--- config.mk ---
export PLATFORM = sky130hd
export DESIGN_NAME = tea_decrypt_scheduler
export DESIGN_NICKNAME = d
export VERILOG_FILES = /design/src/rtl/tea_pkg.sv /design/src/rtl/tea_round.sv /design/src/rtl/tea_decrypt_scheduler.sv
export SDC_FILE = /design/constraint.sdc
export NUM_CORES = 1
export LEC_CHECK = 0
export CAP_MARGIN = 20
export CORE_MARGIN = 1.5
export CORE_UTILIZATION = 65
export CTS_CLUSTER_DIAMETER = 100
export DETAILED_ROUTE_END_ITERATION = 12
export DONT_BUFFER_PORTS = 1
export PLACE_DENSITY = 0.81
export SLEW_MARGIN = 20
export SYNTH_ARGS = -nofsm -noshare
export SYNTH_HDL_FRONTEND = slang
export SYNTH_SLANG_ARGS = --single-unit
--- constraint.sdc ---
create_clock -name clk -period 9.1 [get_ports clk]
set_input_delay 0.91 -clock clk [delete_from_list [all_inputs] [get_ports clk]]
set_output_delay 0.91 -clock clk [all_outputs]
set_load 0.02 [all_outputs]
--- src/rtl/tea_pkg.sv ---
// Shared TEA constants, the scheduler FSM state type and the request bundle type.
// Contents: TEA_DELTA, TEA_ROUNDS_DEFAULT, sum_init(), state_t, tea_req_t.
// Imported by the scheduler top; the round datapath needs none of it.
package tea_pkg;

  localparam logic [31:0] TEA_DELTA          = 32'h9E3779B9;
  localparam int          TEA_ROUNDS_DEFAULT = 32;

  typedef enum logic [1:0] {
    IDLE = 2'd0,
    RUN  = 2'd1,
    DONE = 2'd2
  } state_t;

  // One requester's offer: the key and the cipher block it wants decrypted.
  typedef struct packed {
    logic [127:0] key;
    logic [63:0]  cipher;
  } tea_req_t;

  // Starting sum for decryption: the value encryption ends on after `rounds`
  // additions of the delta, wrapped to 32 bits.
  function automatic logic [31:0] sum_init(input int unsigned rounds);
    logic [63:0] prod;
    prod = 64'(rounds) * 64'(TEA_DELTA);
    return prod[31:0];
  endfunction

endpackage

--- src/rtl/tea_round.sv ---
// One TEA decryption round, purely combinational.
// Ports: block1/block2 current halves, sum current round sum, key 128-bit key;
//        block1_next/block2_next halves after the round.
module tea_round (
  input  logic [31:0]  block1,
  input  logic [31:0]  block2,
  input  logic [31:0]  sum,
  input  logic [127:0] key,
  output logic [31:0]  block1_next,
  output logic [31:0]  block2_next
);

  logic [31:0] k0, k1, k2, k3;

  assign k0 = key[127:96];
  assign k1 = key[95:64];
  assign k2 = key[63:32];
  assign k3 = key[31:0];

  // block2 is undone first (it was updated last during encryption), and the
  // block1 update must see the freshly recovered block2.
  always_comb begin
    block2_next = block2 - (((block1 << 4) + k2) ^ (block1 + sum) ^ ((block1 >> 5) + k3));
    block1_next = block1 - (((block2_next << 4) + k0) ^ (block2_next + sum) ^ ((block2_next >> 5) + k1));
  end

endmodule

--- src/rtl/tea_decrypt_scheduler.sv ---
// Two-requester round-robin front end for one iterative TEA decryption engine.
// Ports: in0_*/in1_* valid/ready request ports (key + cipher), out_* valid/ready
//        result port (plaintext + owning requester id), busy = FSM not idle.
module tea_decrypt_scheduler
  import tea_pkg::*;
#(
  parameter int ROUNDS = TEA_ROUNDS_DEFAULT
) (
  input  logic         clk,
  input  logic         rst,
  input  logic         in0_valid,
  output logic         in0_ready,
  input  logic [127:0] in0_key,
  input  logic [63:0]  in0_cipher,
  input  logic         in1_valid,
  output logic         in1_ready,
  input  logic [127:0] in1_key,
  input  logic [63:0]  in1_cipher,
  output logic         out_valid,
  input  logic         out_ready,
  output logic [63:0]  out_data,
  output logic         out_id,
  output logic         busy
);

  localparam logic [31:0] SUM_INIT = sum_init(ROUNDS);
  localparam logic [5:0]  CNT_LAST = 6'(ROUNDS - 1);

  state_t       state, state_next;
  logic         last;
  logic         id;
  logic [127:0] key;
  logic [31:0]  block1, block2, sum;
  logic [5:0]   cnt;

  logic         grant0, grant1;
  logic         accept;
  logic         sel;
  tea_req_t     req0, req1, req_sel;
  logic [31:0]  block1_next, block2_next;

  assign req0 = '{key: in0_key, cipher: in0_cipher};
  assign req1 = '{key: in1_key, cipher: in1_cipher};

  // Round-robin: a lone valid requester always wins; on contention the one
  // that did not win last time goes next. last resets to 1 so requester 0
  // takes the first contended grant.
  always_comb begin
    grant0 = in0_valid && (!in1_valid || last);
    grant1 = in1_valid && (!in0_valid || !last);
  end

  // Next state and the combinational readys. Only IDLE offers a grant, so
  // the handshake edge out of DONE can never also take a new request.
  always_comb begin
    state_next = state;
    in0_ready  = 1'b0;
    in1_ready  = 1'b0;
    unique case (state)
      IDLE: begin
        in0_ready = grant0;
        in1_ready = grant1;
        if (grant0 || grant1) state_next = RUN;
      end
      RUN: begin
        if (cnt == CNT_LAST) state_next = DONE;
      end
      DONE: begin
        if (out_ready) state_next = IDLE;
      end
      default: state_next = IDLE;
    endcase
  end

  // A ready is only ever raised towards a valid requester, so ready alone
  // identifies the handshake and the winner.
  assign accept  = in0_ready || in1_ready;
  assign sel     = in1_ready;
  assign req_sel = sel ? req1 : req0;

  tea_round u_round (
    .block1      (block1),
    .block2      (block2),
    .sum         (sum),
    .key         (key),
    .block1_next (block1_next),
    .block2_next (block2_next)
  );

  // Control registers. out_valid and busy are registered copies of the next
  // state so every non-ready output comes straight from a flop.
  always_ff @(posedge clk or posedge rst) begin
    if (rst) begin
      state     <= IDLE;
      out_valid <= 1'b0;
      busy      <= 1'b0;
    end else begin
      state     <= state_next;
      out_valid <= (state_next == DONE);
      busy      <= (state_next != IDLE);
    end
  end

  // Datapath. The request is copied in on the accept edge, after which the
  // input ports are ignored until the next grant. In DONE nothing updates,
  // which keeps out_data/out_id stable under backpressure.
  always_ff @(posedge clk or posedge rst) begin
    if (rst) begin
      last   <= 1'b1;
      id     <= 1'b0;
      key    <= '0;
      block1 <= '0;
      block2 <= '0;
      sum    <= '0;
      cnt    <= '0;
    end else if (state == IDLE) begin
      if (accept) begin
        last   <= sel;
        id     <= sel;
        key    <= req_sel.key;
        block1 <= req_sel.cipher[63:32];
        block2 <= req_sel.cipher[31:0];
        sum    <= SUM_INIT;
        cnt    <= '0;
      end
    end else if (state == RUN) begin
      block1 <= block1_next;
      block2 <= block2_next;
      sum    <= sum - TEA_DELTA;
      cnt    <= cnt + 6'd1;
    end
  end

  assign out_data = {block1, block2};
  assign out_id   = id;

endmodule

==> results.json <==
{
  "ys.flop_type": "dfrtp_1",
  "yosys-top-cells-area": "dfrtp_1 (25%), ha_1 (13%), xnor2_1 (11%), nand2_1 (6.2%), a21oi_1 (6.1%)",
  "route.vias.total": 21892,
  "period_share_pct": 96.5,
  "fp-row-count": 69,
  "syn2layout_area_growth_pct": 8.79,
  "ctsHoldBuffers": 0,
  "antenna_found_initial": 3,
  "dpl.hpwl_mm": 60.5,
  "cp_max_fo": 7,
  "crit_top_cell": "a21oi_1",
  "grt_pass1_vias": 20624,
  "routed_wl_mm": 79.1,
  "vias_per_cell": 6.67,
  "critPathArrivalTime_ns": 9.24,
  "setup.worst_path.class": "reg -> reg",
  "wl_per_cell_um": 24.1,
  "portBuffers": 0,
  "ioPinCount": 458,
  "rr_worst_depth": 42,
  "synthesis.area_sq_um": 23200,
  "clock_skew_ns": 0.0118,
  "cts.sinks": 236,
  "coreArea_sq_um": 35300,
  "synth.top_cell.area_share_pct": 25.4,
  "hold_slack_ns": 0.281,
  "yosys.area.top_type": "dfrtp_1",
  "dieArea_sq_um": 36800,
  "drv_slew": 0,
  "cpPeakStageDelay_ns": 0.42,
  "synth_seq_area_share_pct": 25.5,
  "synth-xor-area-share_pct": 14.4,
  "cts_tree": "yes",
  "synth_top_family_by_area": "compound AO/OA/AOI/OAI gates",
  "ys_types": 76,
  "drive_gt1_share_pct": 6.85,
  "grt_pass1_wl_mm": 116,
  "netlist_top_cells_count": "nand2_1 (381), xnor2_1 (288), a21oi_1 (284), o21ai_0 (274), ha_1 (243)",
  "nNetsFinal": 3438,
  "ant_nets": 0,
  "place.gp.congestion": 0.989,
  "hold_violations": 0,
  "insertion_delay_ns": 0.58,
  "outcome": "complete, no violations",
  "die_w_um": 192,
  "syn-num-nets": 3435,
  "fin_tns_setup_ns": 0,
  "hp-class": "in -> async",
  "slew_headroom_pct": 26.5,
  "first_pass_iters": 6,
  "maxCapViolations": 0,
  "yosysMostFrequentCell": "nand2_1",
  "die_h_um": 192,
  "avgSynthCellArea_sq_um": 8.30,
  "synth_enable_flop_cells": 0,
  "cp-end-kind": "flip-flop",
  "remaining_drc_errors": 0,
  "cp.required_ns": 9.56,
  "numCtsBuffers": 26,
  "tightest_slew_ns": 1.10,
  "syn_inst": 2795,
  "start_kind": "flip-flop",
  "initial_utilization_pct": 65.7,
  "synthSimpleGateAreaFrac_pct": 14.3,
  "period_minus_slack_ns": 8.78,
  "root_buffer": "clkbuf_16",
  "grt_max_degree": 261,
  "path_clk_slew_ns": 0.06,
  "grt.overflow.total": 0,
  "track_usage_pct": 41.4,
  "ys.warnings.count": 0,
  "ys_ff_latch": 236,
  "final-setup-viol-count": 0,
  "timing.fmax_ghz": 0.114,
  "fillerInstances": 2764,
  "h-tree-depth": 1,
  "slowest_stage": "fa_1",
  "synth-compound-area-share_pct": 23.5,
  "cts.path.max_buffers": 3,
  "drtIter0Drc": 2000,
  "synth.area.mux_share_pct": 6.04,
  "synth_adder_area_share_pct": 13.8,
  "fin_util_pct": 71.5,
  "postSynth.asyncResetShare_pct": 100
}
cells by family (layout without fill, tap and decap cells):
group	count (synthesis)	in the layout
buffers and inverters	156	179
XOR/XNOR	371	371
other	0	1
AO/OA/AOI/OAI	900	900
flip-flops	236	236
multiplexers	140	140
AND/OR/NAND/NOR	741	741
adder cells (fa/ha/maj)	251	251
layout by cell type, fill, tap and decap left out, types with 8 or more instances in the layout:
master,netlist,final
o211ai_1,15,15
xor2_1,76,76
a211oi_1,16,14
nand2_1,381,380
buf_4,0,68
inv_1,59,58
o21ai_0,274,270
xnor2_2,2,12
and3_1,14,13
mux2i_1,140,140
dfrtp_1,235,232
clkbuf_16,0,26
a31oi_1,21,19
a21o_1,120,120
nor2b_1,28,27
nand2b_1,24,24
a21oi_1,284,277
nand3_1,56,55
nor2_1,112,108
o21a_1,28,28
fa_1,8,8
ha_1,243,238
or3_1,20,20
xnor2_1,288,278
nand4_1,19,19
o21ai_1,21,21
o21bai_1,35,34
nor3_1,49,47
o31ai_1,9,9
registers in the layout, summed over array words and instances (netlist names):
| signal | cells |
|---|---|
| cnt | 6 |
| key | 128 |
| busy | 1 |
| out_valid | 1 |
| block1 | 32 |
| state | 2 |
| out_id | 1 |
| last | 1 |
| block2 | 32 |
| sum | 32 |
final timing paths:
path / startpoint / endpoint / slack [ns]
max reg2reg: block1[0]$_DFFE_PP0P_ / block1[31]$_DFFE_PP0P_ / 0.32
max: block1[0]$_DFFE_PP0P_ / block1[31]$_DFFE_PP0P_ / 0.32
max in group asynchronous: rst / key[127]$_DFFE_PP0P_ / 7.59
min: rst / key[70]$_DFFE_PP0P_ / 0.28
min in group clk: in1_key[60] / key[60]$_DFFE_PP0P_ / 0.45
min reg2reg: last$_DFFE_PP1P_ / last$_DFFE_PP1P_ / 0.52
critical path, delay by kind of cell (launching register included):
family,cells,cell delay [ns]
xor gates and xnor gates,8,1.87
buffers and inverters,1,0.16
DFF,1,0.41
and+or+nand+nor,5,0.65
AOI/OAI and AO/OA,23,3.90
adders and majority gates,5,1.65
area by class of cell:
type	instances	area, sq um	share of cell area, %
Multi-Input combinational cell	2403	17000	67.4
Sequential cell	236	5910	23.4
Clock buffer	36	758	3.00
Tap cell	461	577	2.29
Timing Repair Buffer	71	571	2.26
Inverter	60	234	0.927
Clock inverter	12	183	0.724
Antenna cell	1	2.50	0.00992
metrics by stage:
stage | setup slack, ns | cells | area [sq um]
CTS | 0.0110 | 3270 | 24900
floorplan | 0.797 | 2795 | 23200
global placement | 0.183 | 3222 | 24000
finish | 0.320 | 3280 | 25200
detailed placement | 0.0887 | 3222 | 24000
global route | -0.0852 | 3280 | 25200
per-layer routing:
metal	wire length (um)	share of wire [%]	GRT usage (%)	up-vias
met4	3160	4.0	15.4	2
li1	-	-	-	10048
met2	34100	43	63.8	1259
met5	10	0.013	0.275	-
met3	8790	11	7.98	192
met1	33100	42	57.3	10391
what timing repair did:
action | CTS | global route
setup endpoints to repair | 0 | 7
gates resized for setup | 0 | 49
buffers inserted | 0 | 9
Power is left out: the tool's default activity adds up to more than one toggle a clock period on the data nets, which glitch-free logic cannot reach.
